--- src/rtl/tmds_pkg.sv ---
// ============================================================================
//  Module   : tmds_pkg
//  Purpose  : Shared TMDS definitions: symbol width, control tokens,
//             receiver lock-state encoding and a symbol popcount helper.
//  Revision : 1.0 - initial release
// ============================================================================
`default_nettype none

package tmds_pkg;

  localparam int SYM_W = 10;

  // Control tokens sent during blanking, indexed by {C1,C0}.
  localparam logic [SYM_W-1:0] CTRL_TOKEN_00 = 10'h354;
  localparam logic [SYM_W-1:0] CTRL_TOKEN_01 = 10'h0AB;
  localparam logic [SYM_W-1:0] CTRL_TOKEN_10 = 10'h154;
  localparam logic [SYM_W-1:0] CTRL_TOKEN_11 = 10'h2AB;

  typedef enum logic [1:0] {
    UNLOCKED = 2'd0,
    SEARCH   = 2'd1,
    LOCKED   = 2'd2
  } tmds_lock_e;

  // Number of ones in a full 10-bit symbol (0..10).
  function automatic logic [3:0] popcount10(input logic [SYM_W-1:0] sym);
    logic [3:0] n;
    n = '0;
    for (int i = 0; i < SYM_W; i++) begin
      n = n + {3'b000, sym[i]};
    end
    return n;
  endfunction

endpackage

`default_nettype wire

--- src/rtl/tmds_symbol_decode.sv ---
// ============================================================================
//  Module   : tmds_symbol_decode
//  Purpose  : Combinational TMDS symbol classifier: detects the four control
//             tokens and undoes the transition-minimising data encoding.
//  Revision : 1.0 - initial release
// ============================================================================
`default_nettype none

module tmds_symbol_decode
  import tmds_pkg::*;
(
  input  logic [SYM_W-1:0] symbol,
  output logic             is_token,
  output logic [1:0]       ctrl,
  output logic [7:0]       data
);

  logic [7:0] d;

  // Undo optional inversion (q[9]) then XOR/XNOR chain (q[8]).
  always_comb begin
    d       = symbol[9] ? ~symbol[7:0] : symbol[7:0];
    data    = '0;
    data[0] = d[0];
    for (int i = 1; i < 8; i++) begin
      data[i] = symbol[8] ? (d[i] ^ d[i-1]) : ~(d[i] ^ d[i-1]);
    end
  end

  // Token lookup; anything else is a data symbol.
  always_comb begin
    is_token = 1'b1;
    ctrl     = 2'b00;
    case (symbol)
      CTRL_TOKEN_00: ctrl = 2'b00;
      CTRL_TOKEN_01: ctrl = 2'b01;
      CTRL_TOKEN_10: ctrl = 2'b10;
      CTRL_TOKEN_11: ctrl = 2'b11;
      default:       is_token = 1'b0;
    endcase
  end

endmodule

`default_nettype wire

--- src/rtl/tmds_decoder.sv ---
// ============================================================================
//  Module   : tmds_decoder
//  Purpose  : Per-channel TMDS receive decoder. Two-stage pipeline recovering
//             pixel byte / control bits / blanking, with a control-token lock
//             FSM and an optional running-disparity monitor.
//  Option   : define TMDS_DEC_DISP_CHECK_EN to build the disparity monitor.
//  Revision : 1.0 - initial release
// ============================================================================
`default_nettype none

module tmds_decoder
  import tmds_pkg::*;
#(
  parameter int LOCK_COUNT = 8,
  parameter int DISP_LIMIT = 16
) (
  input  logic             i_clk,
  input  logic             i_rst,
  input  logic [SYM_W-1:0] i_encoded,
  output logic [7:0]       o_data,
  output logic [1:0]       o_control_data,
  output logic             o_blanking,
  output logic             o_locked,
  output logic             o_err_disparity
);

  // Reject out-of-range configurations at elaboration.
  if (LOCK_COUNT < 2 || LOCK_COUNT > 255) begin : g_bad_lock_count
    $error("tmds_decoder: LOCK_COUNT must be in 2..255");
  end
  if (DISP_LIMIT < 0 || DISP_LIMIT > 30) begin : g_bad_disp_limit
    $error("tmds_decoder: DISP_LIMIT must be in 0..30");
  end

  localparam logic [7:0] LOCK_TARGET = 8'(LOCK_COUNT);

  // ---------------------------------------------------------------- stage 1
  logic       dec_is_token;
  logic [1:0] dec_ctrl_c;
  logic [7:0] dec_data_c;

  tmds_symbol_decode u_symbol_decode (
    .symbol   (i_encoded),
    .is_token (dec_is_token),
    .ctrl     (dec_ctrl_c),
    .data     (dec_data_c)
  );

  // s1_valid keeps the flushed pipeline from being seen as a real token.
  logic       s1_valid;
  logic       s1_is_token;
  logic [1:0] s1_ctrl;
  logic [7:0] s1_data;

  // Stage 1: register the classified symbol.
  always_ff @(posedge i_clk) begin
    if (i_rst) begin
      s1_valid    <= 1'b0;
      s1_is_token <= 1'b1;
      s1_ctrl     <= '0;
      s1_data     <= '0;
    end else begin
      s1_valid    <= 1'b1;
      s1_is_token <= dec_is_token;
      s1_ctrl     <= dec_ctrl_c;
      s1_data     <= dec_data_c;
    end
  end

  // ------------------------------------------------------- disparity check
  logic violation;

`ifdef TMDS_DEC_DISP_CHECK_EN
  localparam logic [7:0] DISP_LIMIT_U = 8'(DISP_LIMIT);

  logic [3:0]        s1_ones;
  logic signed [5:0] disp_acc;
  logic signed [7:0] disp_delta;
  logic signed [7:0] disp_sum;
  logic signed [5:0] disp_sat;
  logic [7:0]        disp_mag;
  logic              err_pulse;

  // Stage 1 companion: popcount of the raw symbol.
  always_ff @(posedge i_clk) begin
    if (i_rst) begin
      s1_ones <= '0;
    end else begin
      s1_ones <= popcount10(i_encoded);
    end
  end

  // Candidate accumulator value, its magnitude and a 6-bit saturated copy.
  always_comb begin
    disp_delta = $signed({3'b000, s1_ones, 1'b0}) - 8'sd10;
    disp_sum   = $signed({{2{disp_acc[5]}}, disp_acc}) + disp_delta;
    disp_mag   = disp_sum[7] ? $unsigned(-disp_sum) : $unsigned(disp_sum);
    if (disp_sum > 8'sd31) begin
      disp_sat = 6'sd31;
    end else if (disp_sum < -8'sd32) begin
      disp_sat = 6'b100000;
    end else begin
      disp_sat = $signed(disp_sum[5:0]);
    end
    violation = s1_valid && !s1_is_token && (disp_mag > DISP_LIMIT_U);
  end

  // Stage 2: accumulator update and error pulse.
  always_ff @(posedge i_clk) begin
    if (i_rst) begin
      disp_acc  <= '0;
      err_pulse <= 1'b0;
    end else begin
      err_pulse <= violation;
      if (s1_valid) begin
        if (s1_is_token || violation) begin
          disp_acc <= '0;
        end else begin
          disp_acc <= disp_sat;
        end
      end
    end
  end

  assign o_err_disparity = err_pulse;
`else
  assign violation       = 1'b0;
  assign o_err_disparity = 1'b0;
`endif

  // ---------------------------------------------------------------- stage 2
  tmds_lock_e lock_state;
  logic [7:0] run_cnt;
  logic [7:0] dec_data;
  logic [1:0] dec_ctrl;
  logic       dec_blank;
  logic       locked;

  // Stage 2: decoded outputs and lock FSM; a violation overrides everything.
  always_ff @(posedge i_clk) begin
    if (i_rst) begin
      lock_state <= UNLOCKED;
      run_cnt    <= '0;
      dec_data   <= '0;
      dec_ctrl   <= '0;
      dec_blank  <= 1'b1;
      locked     <= 1'b0;
    end else if (s1_valid) begin
      dec_blank <= s1_is_token;
      if (s1_is_token) begin
        dec_ctrl <= s1_ctrl;
      end else begin
        dec_data <= s1_data;
      end

      if (violation) begin
        lock_state <= UNLOCKED;
        run_cnt    <= '0;
        locked     <= 1'b0;
      end else begin
        case (lock_state)
          UNLOCKED: begin
            if (s1_is_token) begin
              lock_state <= SEARCH;
              run_cnt    <= 8'd1;
            end
          end
          SEARCH: begin
            if (s1_is_token) begin
              if (run_cnt + 8'd1 == LOCK_TARGET) begin
                lock_state <= LOCKED;
                run_cnt    <= '0;
                locked     <= 1'b1;
              end else begin
                run_cnt <= run_cnt + 8'd1;
              end
            end else begin
              lock_state <= UNLOCKED;
              run_cnt    <= '0;
            end
          end
          LOCKED: begin
            locked <= 1'b1;
          end
          default: begin
            lock_state <= UNLOCKED;
            run_cnt    <= '0;
            locked     <= 1'b0;
          end
        endcase
      end
    end
  end

  assign o_data         = dec_data;
  assign o_control_data = dec_ctrl;
  assign o_blanking     = dec_blank;
  assign o_locked       = locked;

endmodule

`default_nettype wire

--- config.mk ---
export PLATFORM = sky130hd
export DESIGN_NAME = tmds_decoder
export DESIGN_NICKNAME = d
export VERILOG_FILES = /design/src/rtl/tmds_pkg.sv /design/src/rtl/tmds_symbol_decode.sv /design/src/rtl/tmds_decoder.sv
export SDC_FILE = /design/constraint.sdc
export NUM_CORES = 1
export LEC_CHECK = 0
export CAP_MARGIN = 10
export CORE_ASPECT_RATIO = 1.5
export CORE_MARGIN = 2
export CORE_UTILIZATION = 43
export CTS_BUF_LIST = sky130_fd_sc_hd__clkbuf_8
export CTS_CLUSTER_SIZE = 24
export DETAILED_ROUTE_END_ITERATION = 10
export GPL_TIMING_DRIVEN = 0
export PLACE_DENSITY = 0.69
export SYNTH_ARGS = -nofsm -noshare
export SYNTH_HDL_FRONTEND = slang
export SYNTH_SLANG_ARGS = --single-unit
--- constraint.sdc ---
create_clock -name i_clk -period 1.8 [get_ports i_clk]
set_input_delay 0.27 -clock i_clk [delete_from_list [all_inputs] [get_ports i_clk]]
set_output_delay 0.27 -clock i_clk [all_outputs]
set_load 0.05 [all_outputs]
* After elaboration in Yosys (flattened, before gate mapping)
Index checks and enable logic that the tools add are counted.
W data, S select, Z words.
** Storage, ports and cells
- Input bits :: 12
- Output and inout bits :: 13
- Register bits :: 34
** Cells by class
- Bitwise operators :: 18
- Reduce and logical (&&, ||, !) cells :: 7
- Add/subtract/negate cells :: 1
- Muxes and demuxes :: 22
- Equality and inequality tests :: 11
** Operators with widths (count)
- $mux W8 :: 4
- $pmux W8 S3 :: 1
- $eq A10 B10 Y1 const B :: 2
- $pmux W2 S3 :: 2
- $mux W1 :: 11
- $eq A10 B8 Y1 const B :: 1
- $eq A10 B9 Y1 const B :: 1
- $not A1 Y1 :: 10
- $add A8 B1 Y8 const B :: 1
- $eq A8 B4 Y1 const B :: 1
- $not A8 Y8 :: 1
- $reduce_and A4 Y1 :: 2
- $xor A1 B1 Y1 :: 7
- $mux W2 :: 3
- $ne A2 B2 Y1 const B :: 3
- $reduce_and A2 Y1 :: 2
- $reduce_or A4 Y1 :: 1
- $ne A3 B3 Y1 const B :: 1
- $pmux W1 S3 :: 1
- $reduce_and A3 Y1 :: 1
- $eq A2 B1 Y1 const B :: 1
- $eq A2 B2 Y1 const B :: 1
- $logic_not A2 Y1 :: 1

* Logic depth before layout (Yosys ltp)
- Word-level depth :: 5
- Gate-level depth with buffers :: 8
- Gate-level depth less buffers :: 7

* By module
From an unflattened synthesis, not the netlist that was laid out.
** Unflattened totals
- Cells, all modules :: 178
- Area, all modules :: 1614.0 um2
** Modules (own cells, without submodules)
- tmds_decoder :: times used 1, area an instance 1415.1 um2, cells each 156, sequential area each 680.7 um2
- tmds_symbol_decode :: times used 1, area an instance 198.9 um2, cells each 22, sequential area each 0.0 um2

* Least setup slack after synthesis
Ideal clock, no wire load.
- Kind :: register -> register
- From :: register run_cnt[0]
- To :: register lock_state[0]
- Path buffers :: 0
- Arrival :: 1.665 ns
- Required time :: 1.714 ns
- Slack :: 0.049 ns
- Cell stages (with the launch flop) :: 7
- Cells stage by stage :: dfxtp_1 -> ha_1 -> or3_1 -> a211oi_2 -> o211ai_2 -> a21o_1 -> a221oi_2
** On the way
- Longest elaborated chain between the ends :: 4
** RTL lines
- start, declared :: RTL line tmds_decoder.sv:133 : logic [7:0] run_cnt;
- start signal, assigned :: RTL line tmds_decoder.sv:175 : run_cnt <= run_cnt + 8'd1;
- $add A8 B1 Y8 :: RTL line tmds_decoder.sv:170 : if (run_cnt + 8'd1 == LOCK_TARGET) begin
- $eq A8 B4 Y1 :: RTL line tmds_decoder.sv:170
- $ne A3 B3 Y1 (no line)
- $reduce_and A4 Y1 (no line)
- end signal, assigned :: RTL line tmds_decoder.sv:171 : lock_state <= LOCKED;
- end signal, assigned :: RTL line tmds_decoder.sv:178 : lock_state <= UNLOCKED;
- end signal, assigned :: RTL line tmds_decoder.sv:186 : lock_state <= UNLOCKED;
- end, declared :: RTL line tmds_decoder.sv:132 : tmds_lock_e lock_state;
No other way between the ends.
A chain may end at the register's enable or synchronous reset.

* Worst setup path in the final report
Same ends and word-level chain as after synthesis.

==> impl_metrics.csv <==
group,metric,value,unit
global_route,grt_usage,17.9,%
cts,cts_inserted_buffers,5,
hold_path,hold_class,"input port to register",
sta,fin_setup_tns,-80.8,ps
routing,viasPerCell,5.37,
floorplan,num_rows,26,
floorplan,die_y,77.9,um
cts,path_clk_slew,70,ps
power,swShare,26.2,%
placed_design,place_congestion,0.829,
sta,worst_slew_pin_slew,517,ps
synthesis,synth_fp_nets,193,
sta,fmax,0.543,GHz
power,p_leak,0.000728,uW
critical_path,cp_max_fo,6,
sta,relSlewSlack,65.5,%
run_status,violations,"setup timing",
sta,setup_slack,-42.9,ps
sta,rsz0062_at_grt,"yes",
routing,vias,1359,
synthesis,yosys.cell_types.count,39,
synthesis,synth_edf_count,0,
sta,report.final.slew_viol_count,0,
synthesis,postSynthCellCount,177,
critical_path,crit_arrival,2040,ps
run,drv_cap,0,
synthesis,yosys.area.top_type,"dfxtp_1",
cells_and_area,drive_above_1_share,13.3,%
placed_design,numPortBuffers,22,
global_route,grt_pass1_vias,1344,
sta,setup_violations,3,
cts,clock_latency,280,ps
synthesis,synth_compound_area_share,11.7,%
global_route,overflow,0,
power,combinationalPowerShare,14.7,%
synthesis,synthMuxAreaShare,6.39,%
synthesis,synth_top_family_by_area,"simple AND/OR/NAND/NOR gates",
routing,post-route-drc-count,0,
power,pwr-share-clk,35.6,%
routing,drt-pass1-iter-count,5,
critical_path,crit_required,2000,ps
sta,skew,3.47,ps
routing,post_drt_wl_per_cell,13.4,um
floorplan,die-area,4150,um^2
cts,numClockSinks,34,
power,power.switching,424,uW
power,ir_worst_vdd,0.563,mV
synthesis,syn_area_per_cell,8.85,um^2
power,powerDensity,805,nW/um^2
floorplan,coreArea,3450,um^2
power,seq_power_share,49.7,%
synthesis,ys_top_cells_by_count,"dfxtp_1 (34), nor2_1 (22), nand2_1 (17)",
critical_path,critPathKind,"register to register",
cts,htree_num_levels,2,
routing,drt_iter0_drc,26,
cells_and_area,num-nets-final,226,
sta,final-hold-violation-count,0,
global_route,grt_pass1_wl,5630,um
global_route,antenna_found_initial,0,
synthesis,ys_ff_latch,34,
cts,cts.root.buffer_cell,"clkbuf_8",
floorplan,dieWidth,53.3,um
routing,ant_nets,0,
sta,fin_crit_sh,102,%
synthesis,synth_fa_ha_area_share,3.19,%
power,finalPower,1620,uW
synthesis,synth_ff_type,"dfxtp_1",
cells_and_area,area_delta_synth_final,28.6,%
synthesis,synth_area,1570,um^2
synthesis,yosysMostFrequentCell,"dfxtp_1",
synthesis,synthSimpleGateAreaFrac,24.7,%
cts,ctsHoldBuffers,0,
sta,post-route-min-period,1840,ps
cells_and_area,diodes,0,
global_route,grt_max_degree,11,
cts,cts_tree,"built",
cts,cts_buffer_depth,2,
synthesis,synth_xor_area_share,6.71,%
critical_path,cp-start-kind,"register",
floorplan,initial_core_util,45.4,%
synthesis,netlist.area_leader.share,43.5,%
synthesis,netlist_top_cells_area,"dfxtp_1 (43%), xnor2_1 (6.7%), mux2i_1 (6.4%)",
synthesis,synthArstFlopShare,0,%
critical_path,critPathCaptureType,"register",
synthesis,yosys_warnings,0,
run_status,outcome,"complete, but fails checks",
power,intPower,1200,uW
floorplan,io_pins,25,
synthesis,seq_area_frac_synth,43.5,%
routing,routed_wl,3390,um
placed_design,dpl.hpwl,2490,um
## cell type report
cell class	count	area, um^2
buffer	8	43.8
inverter	4	15.0
sequential	34	687
clock buffer	6	82.6
clock inverter	2	8.76
tap	42	52.6
fill	331	1430
multi-input combinational	130	867
timing repair buffer	27	258
## per-layer routing
metal	global-route usage (%)	vias to the layer above	routed length, um
li1	-	679	-
met1	18.6	646	1360
met2	33.0	28	1870
met3	3.46	6	92
met4	7.69	0	63
met5	0	-	0
## repair_timing
action,CTS,global route
pin swaps,4,5
endpoints found under the setup margin,4,8
gates resized for setup,2,11
buffers inserted,2,3
## metrics by stage
stage	std cells	hold WS, ps	utilization, %	setup slack [ps]	cell area [um^2]
after global placement	241	446	53.3	-87.4	1840
final	253	424	58.4	-42.9	2010
after global routing	253	435	58.4	-86.7	2010
after detailed placement	241	453	53.3	-123	1840
after floorplan	177	347	-	48.6	1570
after CTS	251	431	56.6	0.0839	1950
## logic make-up after synthesis
family	Yosys count
and+or+nand+nor	75
muxes	10
adders and majority gates	4
DFF	34
buffers and inverters	13
AOI/OAI and AO/OA	28
other	1
xor gates and xnor gates	12
## cell usage in the layout (no fill, tap or decap), types with 2 or more instances in the layout
cell type        instances
a21oi_1                  9
a31oi_1                  2
and2_1                   4
and3_1                   2
buf_1                    2
buf_2                    2
buf_4                    6
clkbuf_1                 2
clkbuf_8                 6
clkdlybuf4s50_1         22
dfxtp_1                 31
dfxtp_2                  2
ha_1                     2
inv_1                    5
mux2i_1                 10
nand2_1                 17
nand2b_1                 3
nand3_1                  6
nand3b_1                 5
nand4_1                  2
nor2_1                  22
nor3_1                   3
nor4bb_1                 2
o21ai_0                  7
or3_1                    2
xnor2_1                 12
## critical path: stages, from the launching register on
cell      delay (ps)
dfxtp_4          370
ha_4             180
or3_4            340
a211oi_4         290
o211ai_2         170
a21o_1           200
a221oi_2         210
## worst paths after layout
path                            from                    endpoint  slack [ps]  cells past startpoint
max reg2reg  run_cnt[0]$_SDFFE_PP0P_  lock_state[0]$_SDFFE_PP0P_         -40                      6
max          run_cnt[0]$_SDFFE_PP0P_  lock_state[0]$_SDFFE_PP0P_         -40                      6
min reg2reg    o_locked$_SDFFE_PP0P_       o_locked$_SDFFE_PP0P_         460                      2
min                     i_encoded[8]       s1_ctrl[0]$_SDFF_PP0_         420                      4
## registers in the layout, indices dropped and copies added (netlist names)
name / count
s1_data: 8
o_locked: 1
s1_ctrl: 2
o_data: 8
s1_valid: 1
o_blanking: 1
s1_is_token: 1
run_cnt: 8
o_control_data: 2
lock_state: 2
## power by group through the flow
| stage | Clock, uW | Combinational (uW) | Sequential, uW |
|---|---|---|---|
| 2_1_floorplan | 0 | 121 | 849 |
| 3_3_place_gp | 0 | 222 | 819 |
| 3_5_place_dp | 0 | 228 | 820 |
| 4_1_cts | 580 | 232 | 804 |
| 5_1_grt | 616 | 261 | 809 |
| 6_report | 577 | 238 | 805 |
Power figures use the tool's default switching activity.
